--- src/rtl/pipeline_hazard_ctrl.sv ---
// Stall/flush sequencer for the 5-stage pipeline: load-use stall, timed mult/div
// freeze of EX, taken-branch flush of IF/ID, and a saturating stall-cycle counter.
module pipeline_hazard_ctrl #(
  parameter int MD_CYCLES       = 32,
  parameter int CNT_WIDTH       = 6,
  parameter int STALL_CNT_WIDTH = 32,
  parameter int REG_ADDR_WIDTH  = 5
) (
  input  logic                       clk,
  input  logic                       rst,
  input  logic                       ReadMem_EX,
  input  logic [REG_ADDR_WIDTH-1:0]  rt_EX,
  input  logic [REG_ADDR_WIDTH-1:0]  raddr_1_ID,
  input  logic [REG_ADDR_WIDTH-1:0]  raddr_2_ID,
  input  logic                       re_1_ID,
  input  logic                       re_2_ID,
  input  logic                       md_start_EX,
  input  logic                       branch_taken_ID,
  output logic                       hold_PC,
  output logic                       hold_IF_ID,
  output logic                       hold_ID_EX,
  output logic                       bubble_ID_EX,
  output logic                       bubble_EX_MEM,
  output logic                       flush_IF_ID,
  output logic                       md_busy,
  output logic                       md_done,
  output logic [STALL_CNT_WIDTH-1:0] stall_cnt
);

  typedef enum logic {IDLE, BUSY} state_t;

  localparam logic [CNT_WIDTH-1:0] CNT_INIT = CNT_WIDTH'(MD_CYCLES - 2);

  state_t                     r_state;
  logic [CNT_WIDTH-1:0]       r_cnt;
  logic [STALL_CNT_WIDTH-1:0] r_stall_cnt;

  logic w_load_use;
  logic w_md_hold;
  logic w_hold;
  logic w_cnt_zero;

  assign w_cnt_zero = (r_cnt == '0);

  assign w_load_use = ReadMem_EX && (rt_EX != '0) &&
                      ((re_1_ID && (raddr_1_ID == rt_EX)) ||
                       (re_2_ID && (raddr_2_ID == rt_EX)));

  // The instruction is held in EX for MD_CYCLES-1 cycles; the final cycle releases
  assign w_md_hold = ((r_state == IDLE) && md_start_EX) ||
                     ((r_state == BUSY) && !w_cnt_zero);

  assign w_hold = !rst && (w_md_hold || w_load_use);

  always_ff @(posedge clk or posedge rst) begin
    if (rst) begin
      r_state     <= IDLE;
      r_cnt       <= '0;
      r_stall_cnt <= '0;
    end else begin
      case (r_state)
        IDLE: begin
          if (md_start_EX) begin
            r_state <= BUSY;
            r_cnt   <= CNT_INIT;
          end
        end
        BUSY: begin
          if (!w_cnt_zero) begin
            r_cnt <= r_cnt - CNT_WIDTH'(1);
          end else begin
            r_state <= IDLE;
          end
        end
        default: r_state <= IDLE;
      endcase

      if (w_hold && (r_stall_cnt != '1)) begin
        r_stall_cnt <= r_stall_cnt + STALL_CNT_WIDTH'(1);
      end
    end
  end

  // Every control output is gated by rst so the pipeline sees no stall/flush in reset
  assign hold_PC       = w_hold;
  assign hold_IF_ID    = w_hold;
  assign hold_ID_EX    = !rst && w_md_hold;
  assign bubble_ID_EX  = !rst && w_load_use && !w_md_hold;
  assign bubble_EX_MEM = !rst && w_md_hold;
  assign flush_IF_ID   = !rst && branch_taken_ID && !w_md_hold && !w_load_use;
  assign md_busy       = !rst && (r_state == BUSY);
  assign md_done       = !rst && (r_state == BUSY) && w_cnt_zero;
  assign stall_cnt     = r_stall_cnt;

endmodule
--- config.mk ---
export PLATFORM = sky130hd
export DESIGN_NAME = pipeline_hazard_ctrl
export DESIGN_NICKNAME = d
export VERILOG_FILES = /design/src/rtl/pipeline_hazard_ctrl.sv
export SDC_FILE = /design/constraint.sdc
export NUM_CORES = 1
export LEC_CHECK = 0
export ABC_AREA = 1
export BUFFER_PORTS_ARGS = -buffer_cell sky130_fd_sc_hd__buf_2
export CAP_MARGIN = 10
export CORE_ASPECT_RATIO = 0.9
export CORE_MARGIN = 2
export CORE_UTILIZATION = 49
export CTS_BUF_LIST = sky130_fd_sc_hd__clkbuf_2
export CTS_CLUSTER_DIAMETER = 100
export DETAILED_ROUTE_END_ITERATION = 7
export GPL_TIMING_DRIVEN = 1
export PLACE_DENSITY = 0.73
export SLEW_MARGIN = 20
export SYNTH_ARGS = -nofsm -noshare
export SYNTH_HDL_FRONTEND = slang
export SYNTH_SLANG_ARGS = --single-unit
export TNS_END_PERCENT = 30
--- constraint.sdc ---
create_clock -name clk -period 3.48 [get_ports clk]
set_clock_uncertainty 0.2 [all_clocks]
set_input_delay 0.348 -clock clk [delete_from_list [all_inputs] [get_ports clk]]
set_output_delay 0.348 -clock clk [all_outputs]
set_load 0.05 [all_outputs]
## Word level (Yosys, flattened, before mapping)

Index checks and enable logic that the tools add are counted.

| storage, ports and cells | value |
|---|---|
| register bits after elaboration | 39 |
| memory bits (read-only) | 0 |
| latch bits | 0 |
| memories kept | 0 |
| input port bits | 22 |
| bits in writable memories | 0 |

| cells by class | value |
|---|---|
| equality and inequality tests | 5 |
| add/subtract/negate cells | 2 |
| order comparisons | 0 |
| multiply operators | 0 |
| mux-type cells | 6 |
| shift-type cells | 0 |
| bitwise logic cells | 1 |
| divide/modulo/power cells | 0 |
| reductions and logical operators | 26 |

Operators with widths:

| operator | count |
|---|---|
| 32-bit by 1-bit adder with 32-bit output, second input constant | 1 |
| 32-bit inequality test, second input constant | 1 |
| 1-bit logical AND | 16 |
| 6-bit 2-to-1 mux | 2 |
| 6-bit one-hot mux with 2 select lines | 1 |
| 5-bit equality test | 2 |
| 6-bit logical NOT | 1 |
| 6-bit by 1-bit subtractor with 6-bit output, second input constant | 1 |
| 5-bit nonzero test | 1 |
| 1-bit logical NOT | 4 |
| 2-bit inequality test, second input constant | 2 |
| 1-bit logical OR | 3 |
| 1-bit 2-to-1 mux | 2 |
| 1-bit one-hot mux with 2 select lines | 1 |
| 2-bit AND reduction | 1 |
| 1-bit NOT | 1 |

## Logic depth before layout (Yosys ltp)

| depth | value |
|---|---|
| word-level depth | 7 |
| depth in mapped cells | 12 |
| gate-level depth less buffers | 11 |

## Least setup slack after synthesis

No wires, ideal clock.

| timing | value |
|---|---|
| path type | flip-flop to output port |
| from | register r_cnt[0] |
| to | output port bubble_ID_EX |
| arrival time | 2.439 ns |
| cell stages (with the launch flop) | 7 |
| required time | 2.932 ns |
| setup slack | 0.493 ns |
| path through | dfrtp_1 -> inv_1 -> ha_1 -> nand4_1 -> nand2_1 -> nand2_1 -> nor4_1 |

| on the way | value |
|---|---|
| word-level cells in the longest chain between the ends | 6 |

Ends and longest elaborated chain:

| what | line | source |
|---|---|---|
| from (decl) | 35 | `logic [CNT_WIDTH-1:0] r_cnt;` |
| from (signal assigned) | 70 | `r_cnt <= r_cnt - CNT_WIDTH'(1);` |
| 6-bit logical NOT | 43 | `assign w_cnt_zero = (r_cnt == '0);` |
| 1-bit logical NOT | -- |  |
| 1-bit logical AND | 51 | `((r_state == BUSY) && !w_cnt_zero);` |
| 1-bit logical OR | 50 | `assign w_md_hold = ((r_state == IDLE) && md_start_EX) \|\|` |
| 1-bit logical NOT | 88 | `assign bubble_ID_EX = !rst && w_load_use && !w_md_hold;` |
| 1-bit logical AND | 88 |  |
| to (decl) | 22 | `output logic bubble_ID_EX,` |

Every way passes these cells.

## Worst setup path after layout

| timing | value |
|---|---|
| from | register r_cnt[1] |
| to | output port hold_IF_ID |

| on the way | value |
|---|---|
| word-level cells in the longest chain between the ends | 6 |

Ends and longest elaborated chain:

| what | line | source |
|---|---|---|
| 6-bit logical NOT | 43 |  |
| 1-bit logical NOT | -- |  |
| 1-bit logical AND | 51 |  |
| 1-bit logical OR | 50 |  |
| 1-bit logical OR | 53 | `assign w_hold = !rst && (w_md_hold \|\| w_load_use);` |
| 1-bit logical AND | 53 |  |
| to (decl) | 20 | `output logic hold_IF_ID,` |

Every way passes these cells.

==> metrics.yaml <==
period_minus_slack_ns: 2.882
cts.sinks: 39
fmax_ghz: 0.3470
switchingPower_mw: 0.6438
power_density_nw_per_um2: 435.8
port_buffers: 61
rows: 26
p_total_mw: 1.424
path_clk_slew_ns: 0.20
antennaDiodeCount: 0
tightest_slew_ns: 0.4967
grt_max_degree: 41
htree_levels: 2
die_x_microns: 85.15
syn-instance-count: 441
final_area_sq_um: 3268
syn_nets: 466
synth_mux_area_frac: 0
area_growth_pct: 12.54
pwr-share-clk: 0.196
drtAntennaViolNets: 0
worstPathBufferInverterCount: 2
grt_pass1_vias: 2614
die-area_sq_um: 6560
hp-start: "md_start_EX"
postSynthAreaPerCell_sq_um: 6.585
r2r-end: "stall_cnt[2]"
power.share.switching: 0.4520
antenna_found_initial: 0
setup_viol: 0
drc: 0
netlist_area_sq_um: 2904
final_cell_mix: "nand2_1, buf_2, nor2_1, inv_1, dfrtp_1"
num_vias: 2894
sequentialPowerShare: 0.413
hold_viol_final: 0
ios: 62
crit_required_ns: 2.93
finalSetupTns_ns: 0
ys_types: 23
path_class: "register to output pin"
synth_top_area_frac: 0.3361
hpwlAfterDp_mm: 5.273
avgViaCountPerCell: 5.059
cts_root_buf: "clkbuf_2"
hold_depth: 3
seq_area_frac_synth: 0.3361
combPwrFrac: 0.390
synth_xor_xnor_area_share: 0.05127
holdPathEnd: "r_cnt[3]"
grt_pass1_wl_mm: 12.00
grt.total_usage: 0.2218
synth_top_cell_by_area: "dfrtp_1"
yosys.area_share.adder: 0.01293
ys_top_cells_by_area: "dfrtp_1, nand2_1, nor2_1, nand3_1, inv_1"
worst-path-max-fanout: 22
r2r_slack_ns: 0.91
cts_buffers: 5
crit_chain: "inv_1, ha_1, nand4_1, nand2_1, nand2_1, nand2_1, nand2_2, buf_2"
wire_per_inst_microns: 12.06
cp_slowest_stage_delay_ns: 0.42
p_int_mw: 0.7805
start_kind: "register"
slew_headroom: 0.6677
hold_path_class: "input pin to register"
cp_slowest_cell: "dfrtp_1"
rsz0062_at_grt: "no"
postCtsSetupBuffers: 0
fin_crit_sh: 0.8281
synth_top_family_by_area: "simple AND/OR/NAND/NOR gates"
r2r-start: "stall_cnt[0]"
place.gp.congestion: 0.9229
status: "completed"
drive_gt1_frac: 0.1793
die_y_microns: 77.04
worstPathArrival_ns: 2.33
drt_wl_total_mm: 6.896
p_leak_nw: 1.833
core_area_sq_um: 5693
cts_tree: "yes"
max_cap_viol_count: 0
cpMostUsedCell: "nand2_1"
final_common_cell: "nand2_1"
synth-seq-cells: 39
peakVddDrop_mv: 0.4556
synth_simple_gate_area_share: 0.4826
placed_area_sq_um: 3194
drv_slew: 0
crit_family: "simple AND/OR/NAND/NOR gates"
initial_utilization: 0.5101
first_pass_iters: 5
dr.first_iter.drc_count: 195
nets: 526
reg2reg_depth: 9
yosys_warnings: 0
clk_path_buf_depth: 2
endpoint_kind: "output pin"
synth_compound_area_frac: 0.01206
grt_overflow: 0
clk_latency_ns: 0.42
## routing by layer
| metal | GRT usage | share of wire | up-vias |
|---|---|---|---|
| met1 | 0.3256 | 0.48 | 1333 |
| met5 | 0 | 0 | - |
| met3 | 0.04306 | 0.054 | 8 |
| met4 | 0.04127 | 0.0083 | 0 |
| met2 | 0.3422 | 0.46 | 69 |
| li1 | - | - | 1484 |
## power groups by stage
| stage | Sequential [mW] | Combinational (mW) | Clock (mW) |
|---|---|---|---|
| after floorplan | 0.681 | 0.365 | 0 |
| after global placement | 0.592 | 0.540 | 0 |
| after detailed placement | 0.595 | 0.558 | 0 |
| after CTS | 0.588 | 0.560 | 0.280 |
| after global routing | 0.601 | 0.617 | 0.300 |
| final | 0.589 | 0.556 | 0.280 |
## sequential cells by signal, indices dropped and copies added, names as in the netlist
signal     cells
stall_cnt     32
r_cnt          6
r_state        1
## what timing repair did
item	CTS	global route
endpoints found under the hold margin	39	0
hold buffers	1	0
gates resized for setup	0	0
## worst register-to-register path, delay by kind of cell (launching register included)
kind	cells	cell delay (ns)
adders and majority gates	1	0.31
DFF	1	0.49
and+or+nand+nor	8	1.52
## cell type report
class | instances | area, sq um
clock buffers | 5 | 25.02
fillers | 565 | 2425
flip-flops and latches | 39 | 975.9
well taps | 70 | 87.58
inverters | 50 | 187.7
repair buffers | 64 | 330.3
multi-input cells | 341 | 1623
clock inverters | 3 | 38.79
## metrics by stage
step | worst slack, ns | hold WS (ns) | utilization | cells
3_5_place_dp | 0.9775 | 0.3175 | 0.5611 | 563
6_report | 0.5983 | 0.07382 | 0.5741 | 572
3_3_place_gp | 1.052 | 0.2960 | 0.5611 | 563
5_1_grt | 0.4141 | 0.08939 | 0.5741 | 572
4_1_cts | 0.5981 | 0.07454 | 0.5741 | 572
2_1_floorplan | 0.4925 | 0.2729 | - | 441
## how the worst max path moves through the flow
| stage | startpoint | end | slack, ns | cells after the start |
|---|---|---|---|---|
| 6_report | r_cnt[1] | hold_IF_ID | 0.60 | 8 |
| 3_5_place_dp | stall_cnt[0] | stall_cnt[4] | 0.98 | 9 |
| 5_1_grt | r_cnt[1] | hold_IF_ID | 0.41 | 8 |
| 3_3_place_gp | stall_cnt[0] | stall_cnt[0] | 1.05 | 9 |
| 4_1_cts | r_cnt[1] | hold_IF_ID | 0.60 | 8 |
| 2_1_floorplan | r_cnt[0] | bubble_ID_EX | 0.49 | 6 |
## Yosys cell counts
| cell | instances |
|---|---|
| nand3_4 | 1 |
| a21oi_1 | 2 |
| nand3_2 | 11 |
| nor3_1 | 8 |
| dfrtp_1 | 39 |
| xor2_1 | 12 |
| o21ai_0 | 5 |
| nand4_1 | 8 |
| nand2_2 | 3 |
| nand2_4 | 2 |
| inv_1 | 50 |
| nor2_4 | 3 |
| nor2_1 | 51 |
| nand2_1 | 184 |
| buf_6 | 6 |
| ha_1 | 3 |
| nor4_1 | 1 |
| xnor2_1 | 5 |
| buf_4 | 2 |
| buf_2 | 1 |
| nand3b_1 | 4 |
| nand3_1 | 38 |
| buf_8 | 2 |
## cells by family (layout without fill, tap and decap cells)
| kind of cell | Yosys count | in the layout |
|---|---|---|
| and+or+nand+nor | 314 | 314 |
| AOI/OAI and AO/OA | 7 | 7 |
| DFF | 39 | 39 |
| xor gates and xnor gates | 17 | 17 |
| adders and majority gates | 3 | 3 |
| buffers and inverters | 61 | 122 |
Note: power is estimated with default switching activity, not from simulation.
